[src/rtl/apb_regs_pkg.sv]
// apb_regs_pkg: register offsets, field positions and FSM state type for the APB register slave.
package apb_regs_pkg;
    localparam int OFS_CTRL   = 'h20;
    localparam int OFS_STATUS = 'h24;
    localparam int OFS_ID     = 'h28;
    localparam int MAX_REGS   = 8;
    localparam int WAIT_W     = 4;
    localparam int ERR_CNT_W  = 16;
    localparam int PROTO_BIT  = 16;
    typedef enum logic [1:0] {IDLE, WAIT, RESP} state_t;
endpackage

[src/rtl/apb_regs_decode.sv]
// apb_regs_decode: address decode (addr, write -> scr_idx, scr_hit, ctrl_hit, status_hit, id_hit, err).
module apb_regs_decode
    import apb_regs_pkg::*;
#(
    parameter int ADDR_WIDTH = 12,
    parameter int NUM_REGS   = 8
) (
    input  logic [ADDR_WIDTH-1:0] addr,
    input  logic                  write,
    output logic [2:0]            scr_idx,
    output logic                  scr_hit,
    output logic                  ctrl_hit,
    output logic                  status_hit,
    output logic                  id_hit,
    output logic                  err
);
    logic aligned;
    always_comb begin
        aligned    = addr[1:0] == 2'b00;
        scr_idx    = addr[4:2];
        scr_hit    = aligned && addr < ADDR_WIDTH'(4 * NUM_REGS);
        ctrl_hit   = addr == ADDR_WIDTH'(OFS_CTRL);
        status_hit = addr == ADDR_WIDTH'(OFS_STATUS);
        id_hit     = addr == ADDR_WIDTH'(OFS_ID);
        // misaligned addresses miss every exact compare and so fall into "unmapped"
        err        = !(scr_hit || ctrl_hit || status_hit || id_hit) || (write && (status_hit || id_hit));
    end
endmodule

[src/rtl/apb_regs_slave.sv]
// apb_regs_slave: APB3 completer with scratch/CTRL/STATUS/ID registers, programmable wait states and PSLVERR.
// Ports: HCLK/HRESET (sync, active-high); PADDR, PWDATA, PWRITE, PSEL, PENABLE in; PRDATA, PREADY, PSLVERR out (registered).
module apb_regs_slave
    import apb_regs_pkg::*;
#(
    parameter int          ADDR_WIDTH = 12,
    parameter int          NUM_REGS   = 8,
    parameter logic [31:0] ID_VALUE   = 32'h5A5A_0001
) (
    input  logic                  HCLK,
    input  logic                  HRESET,
    input  logic [ADDR_WIDTH-1:0] PADDR,
    input  logic [31:0]           PWDATA,
    input  logic                  PWRITE,
    input  logic                  PSEL,
    input  logic                  PENABLE,
    output logic [31:0]           PRDATA,
    output logic                  PREADY,
    output logic                  PSLVERR
);
    state_t                 state, state_d;
    logic [ADDR_WIDTH-1:0]  addr_q, dec_addr;
    logic                   write_q, dec_write, setup;
    logic [31:0]            wdata_q, rd_val, rdata_d;
    logic [WAIT_W-1:0]      cnt, wait_cfg;
    logic [31:0]            scratch [MAX_REGS];
    logic [ERR_CNT_W-1:0]   err_cnt;
    logic                   proto_err;
    logic [2:0]             scr_idx;
    logic                   scr_hit, ctrl_hit, status_hit, id_hit, err;

    assign setup = PSEL && !PENABLE;
    // In IDLE the live bus is decoded so a zero-wait response can be registered on the setup edge.
    assign dec_addr  = state == IDLE ? PADDR : addr_q;
    assign dec_write = state == IDLE ? PWRITE : write_q;

    apb_regs_decode #(.ADDR_WIDTH(ADDR_WIDTH), .NUM_REGS(NUM_REGS)) u_decode (
        .addr       (dec_addr),
        .write      (dec_write),
        .scr_idx    (scr_idx),
        .scr_hit    (scr_hit),
        .ctrl_hit   (ctrl_hit),
        .status_hit (status_hit),
        .id_hit     (id_hit),
        .err        (err)
    );

    always_ff @(posedge HCLK) begin
        if (HRESET) state <= IDLE;
        else state <= state_d;
    end

    always_comb begin
        state_d = IDLE;
        if (state == IDLE && setup) state_d = wait_cfg != '0 ? WAIT : RESP;
        else if (state == WAIT) state_d = !PSEL ? IDLE : (cnt == WAIT_W'(1) ? RESP : WAIT);
    end

    always_comb begin
        rd_val = scr_hit    ? scratch[scr_idx] :
                 ctrl_hit   ? {{(32-WAIT_W){1'b0}}, wait_cfg} :
                 status_hit ? {{(31-PROTO_BIT){1'b0}}, proto_err, err_cnt} :
                 id_hit     ? ID_VALUE : '0;
        rdata_d = (state_d == RESP && !err && !dec_write) ? rd_val : '0;
    end

    always_ff @(posedge HCLK) begin
        if (HRESET) begin
            PRDATA    <= '0;
            PREADY    <= 1'b0;
            PSLVERR   <= 1'b0;
            addr_q    <= '0;
            write_q   <= 1'b0;
            wdata_q   <= '0;
            cnt       <= '0;
            wait_cfg  <= '0;
            err_cnt   <= '0;
            proto_err <= 1'b0;
            for (int i = 0; i < MAX_REGS; i++) scratch[i] <= '0;
        end else begin
            PRDATA  <= rdata_d;
            PREADY  <= state_d == RESP;
            PSLVERR <= state_d == RESP && err;
            if (state == IDLE && setup) begin
                addr_q  <= PADDR;
                write_q <= PWRITE;
                wdata_q <= PWDATA;
                cnt     <= wait_cfg;
            end else if (state == WAIT) cnt <= cnt - WAIT_W'(1);
            if (state == IDLE && PSEL && PENABLE) proto_err <= 1'b1;
            // commit on the response cycle; PSLVERR already holds this transfer's error
            if (state == RESP) begin
                if (PSLVERR) begin
                    if (err_cnt != '1) err_cnt <= err_cnt + ERR_CNT_W'(1);
                end else if (write_q) begin
                    if (scr_hit) scratch[scr_idx] <= wdata_q;
                    if (ctrl_hit) wait_cfg <= wdata_q[WAIT_W-1:0];
                end
            end
        end
    end
endmodule

[config.mk]
export PLATFORM = sky130hd
export DESIGN_NAME = apb_regs_slave
export DESIGN_NICKNAME = d
export VERILOG_FILES = /design/src/rtl/apb_regs_pkg.sv /design/src/rtl/apb_regs_decode.sv /design/src/rtl/apb_regs_slave.sv
export SDC_FILE = /design/constraint.sdc
export NUM_CORES = 1
export LEC_CHECK = 0
export ABC_CLOCK_PERIOD_IN_PS = 3200
export CAP_MARGIN = 20
export CORE_MARGIN = 4
export CORE_UTILIZATION = 40
export CTS_CLUSTER_SIZE = 30
export DETAILED_ROUTE_END_ITERATION = 10
export GPL_TIMING_DRIVEN = 0
export HOLD_SLACK_MARGIN = 0.05
export SYNTH_ARGS = -nofsm -noshare
export SYNTH_HDL_FRONTEND = slang
export SYNTH_SLANG_ARGS = --single-unit
[constraint.sdc]
create_clock -name HCLK -period 3.2 [get_ports HCLK]
set_clock_uncertainty 0.1 [all_clocks]
set_input_delay 0.64 -clock HCLK [delete_from_list [all_inputs] [get_ports HCLK]]
set_output_delay 0.64 -clock HCLK [all_outputs]
set_load 0.01 [all_outputs]
==> summary.md <==
| Metric | Value |
|---|---|
| Largest net degree at the start of global routing | 19 |
| Number of synthesized flops with an enable pin | 256 |
| Worst Hold Launch | addr_q[7] |
| Total CTS buffers | 39 |
| Hold depth | 2 |
| Critical Path End Type | flop |
| Avg WL per Cell | 22.5 um |
| Min Tclk post-route | about 3.1 ns |
| Max Used Layer | met4 |
| Multi-input logic area | 0.00554 mm^2 |
| DRC Markers | 0 |
| GRT Total Usage | 20.8% |
| Max Root-Sink Buffers | 3 |
| Fin area | 0.0191 mm^2 |
| Sequential area share after synthesis | 62.7% |
| Power density cells | 551 mW/mm^2 |
| CTS tree | done |
| Initial antenna violation count | 0 |
| Placed cell area | 0.0171 mm^2 |
| Simple-gate share of the synthesized area | 19.1% |
| Number of H-tree levels | 2 |
| Max-Cap Viols | 0 |
| Post-route setup TNS | 0 ns |
| Worst IR drop on VDD | 0.337 mV |
| Die Footprint | roughly 0.042 mm^2 |
| Commonest cells after routing, fill and taps aside | and2_1 (259), edfxtp_1 (256), nand2_1 (152) |
| Clock-pin slew on the worst setup and hold paths | around 0.060 ns |
| Number of global-route vias before repair | 10300 |
| Number of standard cells after synthesis | 1217 |
| Congestion Overflow GR | 0 |
| Syn Nets | 1269 |
| Most common cell after layout, fill and taps aside | and2_1 |
| Worst setup path class | in2reg |
| CTS Sinks | 362 |
| Reg2reg end | scratch[5][11] |
| Worst setup SP type | primary input |
| Hold Path Sink | addr_q[7] |
| Flops & latches, synth | 362 |
| Crit path max-delay family | buffers and inverters |
| Drt total wl | 43.7 mm |
| Post-synthesis compound-gate area fraction | 6.76% |
| Starting DRT DRC Count | between 1000 and 1500 |
| Worst path buffer plus inverter count | 3 |
| GP Congestion | ~0.83 |
| Post-synthesis mux area share | 7.79% |
| Worst Tran Pin Value | 1.11 ns |
| Site Rows | 72 |
| Fillers | 3323 |
| Chip width | 206 um |
| Share of cells above drive strength 1 | 16.9% |
| Root Driver | clkbuf_16 |
| Antenna-violating nets left | 0 |
| Syn_area_per_cell | 12.9 um^2 |
| Most used DFF post-synth | edfxtp_1 |
| Worst Setup Slack, final | 0.0685 ns |
| Area growth syn-to-layout | 22.2% |
| PortBufs | 81 |
| Tcrit/Tclk final | approximately 98% |
| Finish-stage setup viols | 0 |
| Met3 wire length | about 3.3 mm |
| WP data required | 3.51 ns |
| R2r setup slk | between 0.2 and 0.3 ns |
| Met1 Wirelength | 19.0 mm |
| CP Cell Sequence | clkdlybuf4s50_1 > or3b_1 > clkbuf_1 > nand2_4 > buf_1 > mux4_2 > a22oi_1 > a21oi_1 |
| Largest family of logic cells by synthesized area | simple AND/OR/NAND/NOR gates |
| Pre-antenna DRT Iters | 5 |
| Synth Area in Adders | 0.304% |
| Fmax | 0.319 GHz |
| Via count | about 10000 |
| I/O Pins | just over 80 |
| Slowest-stage cell, CP | buf_1 |
| HP Class | reg2reg |
| Leak | 0.00689 uW |
| Crit-path max cell delay | 0.62 ns |
| RSZ-0062 raised after global routing | false |
| # hold bufs at CTS | 0 |
| Starting Density | 40.5% |
| Yosys cell types | 57 |
| Vias per cell | 5.35 |
| Seq. cell area | between 0.009 and 0.01 mm^2 |
| R2R cell count | 8 |
| Post-Synthesis Cell Area | 0.0157 mm^2 |
| Pre-CTS setup slack | -1.03 ns |
| Crit path DAT | 3.44 ns |
| Async S/R FF share, synth | 0% |
| Die H | 206 um |
| Max transition margin | 25.7% |
| HPWL after DPL | roughly 27 mm |
| First-pass GRT wire length | about 66 mm |
| Post-Synth XOR/XNOR Area | 0.783% |
| CP max FO | 10 |
| Wire length on met2 | 20.3 mm |
| R2R Path Start | state[1] |
| Final #Nets | 1443 |
| Max-slew violations | 0 |
| ANT cells | 0 |
| Final hold violations | 0 |
| Status | finished, final reports clean |
| Yosys warns | 0 |
| Total core area | 0.0386 mm^2 |
| Clk Latency, worst-skew pair | about 0.56 ns |
flip-flops by register name, indices dropped and copies added (netlist names):
register and cells:
wait_cfg 4, PSLVERR 1, state 2, wdata_q 32
scratch 256, PRDATA 32, addr_q 12, PREADY 1
proto_err 1, cnt 4, err_cnt 16, write_q 1
power by group:
group | internal, uW | leakage [uW] | switching [uW]
Sequential | 5130 | 0.00353 | 81.0
Combinational | 360 | 0.00272 | 475
Clock | 2630 | 0.000634 | 1860
Total | 8130 | 0.00689 | 2410
per-stage QoR:
stage	power, uW	util, %	cells	hold slack, ns
4_1_cts	10600	48.7	1917	0.358
6_report	10500	49.5	1940	0.356
5_1_grt	10900	49.5	1940	0.382
3_3_place_gp	6030	44.3	1816	0.343
3_5_place_dp	6050	44.3	1817	0.352
2_1_floorplan	5740	-	1217	0.335
metal layers:
metal	vias up	GRT usage, %
met3	66	3.09
met4	0	6.32
met2	424	32.9
met5	-	0
li1	4783	-
met1	5114	30.1
cell usage after synthesis (17+ instances only):
cell type    n  share of area (%)
a211oi_1    18               0.86
a21oi_1     86                2.7
a22oi_1     21                1.0
and2_1     259                 10
and3_1      17               0.68
buf_2       38                1.2
clkbuf_1    30               0.72
dfxtp_1    106                 14
edfxtp_1   256                 49
mux4_2      50                7.2
nand2_1    152                3.6
nor2_1      31               0.74
worst register-to-register path, cell delays in order, from the launching register on:
cell      delay [ns]
dfxtp_1         0.33
buf_2           0.19
nor2_2          0.32
nand4b_1        0.34
and2_1          0.29
buf_6           0.17
nor4_4          0.47
or2_4           0.23
buf_12          0.16
worst max-delay path by stage:
stage                          from        endpoint  cells past startpoint
after detailed placement   PADDR[0]  scratch[6][22]                      7
after CTS                  PADDR[0]  scratch[7][20]                      7
after global routing       PADDR[4]       PRDATA[3]                      8
after floorplan           PADDR[11]   scratch[0][0]                      6
final                      PADDR[4]       PRDATA[1]                      8
after global placement         PSEL      PRDATA[30]                      7
repair_timing:
action,CTS,global route
gates cloned,8,0
setup buffers,20,23
endpoints found under the setup margin,278,399
gates resized for setup,19,10
endpoints found under the hold margin,0,0
pin swaps,4,8
area by class of cell:
| cell class | count | share of cell area (%) |
|---|---|---|
| Clock inverter | 17 | 0.766 |
| Buffer | 81 | 2.13 |
| Clock buffer | 55 | 5.91 |
| Inverter | 3 | 0.0589 |
| Timing Repair Buffer | 125 | 7.47 |
| Tap cell | 518 | 3.39 |
| Sequential cell | 362 | 51.3 |
| Multi-Input combinational cell | 779 | 29.0 |
kinds of logic (layout without fill, tap and decap cells):
group / count (synthesis) / in the layout
multiplexers: 59 / 59
flip-flops: 362 / 362
XOR/XNOR: 14 / 14
AND/OR/NAND/NOR: 528 / 536
adder cells (fa/ha/maj): 4 / 4
buffers and inverters: 84 / 281
AO/OA/AOI/OAI: 166 / 166
(Power assumes the default switching activity.)
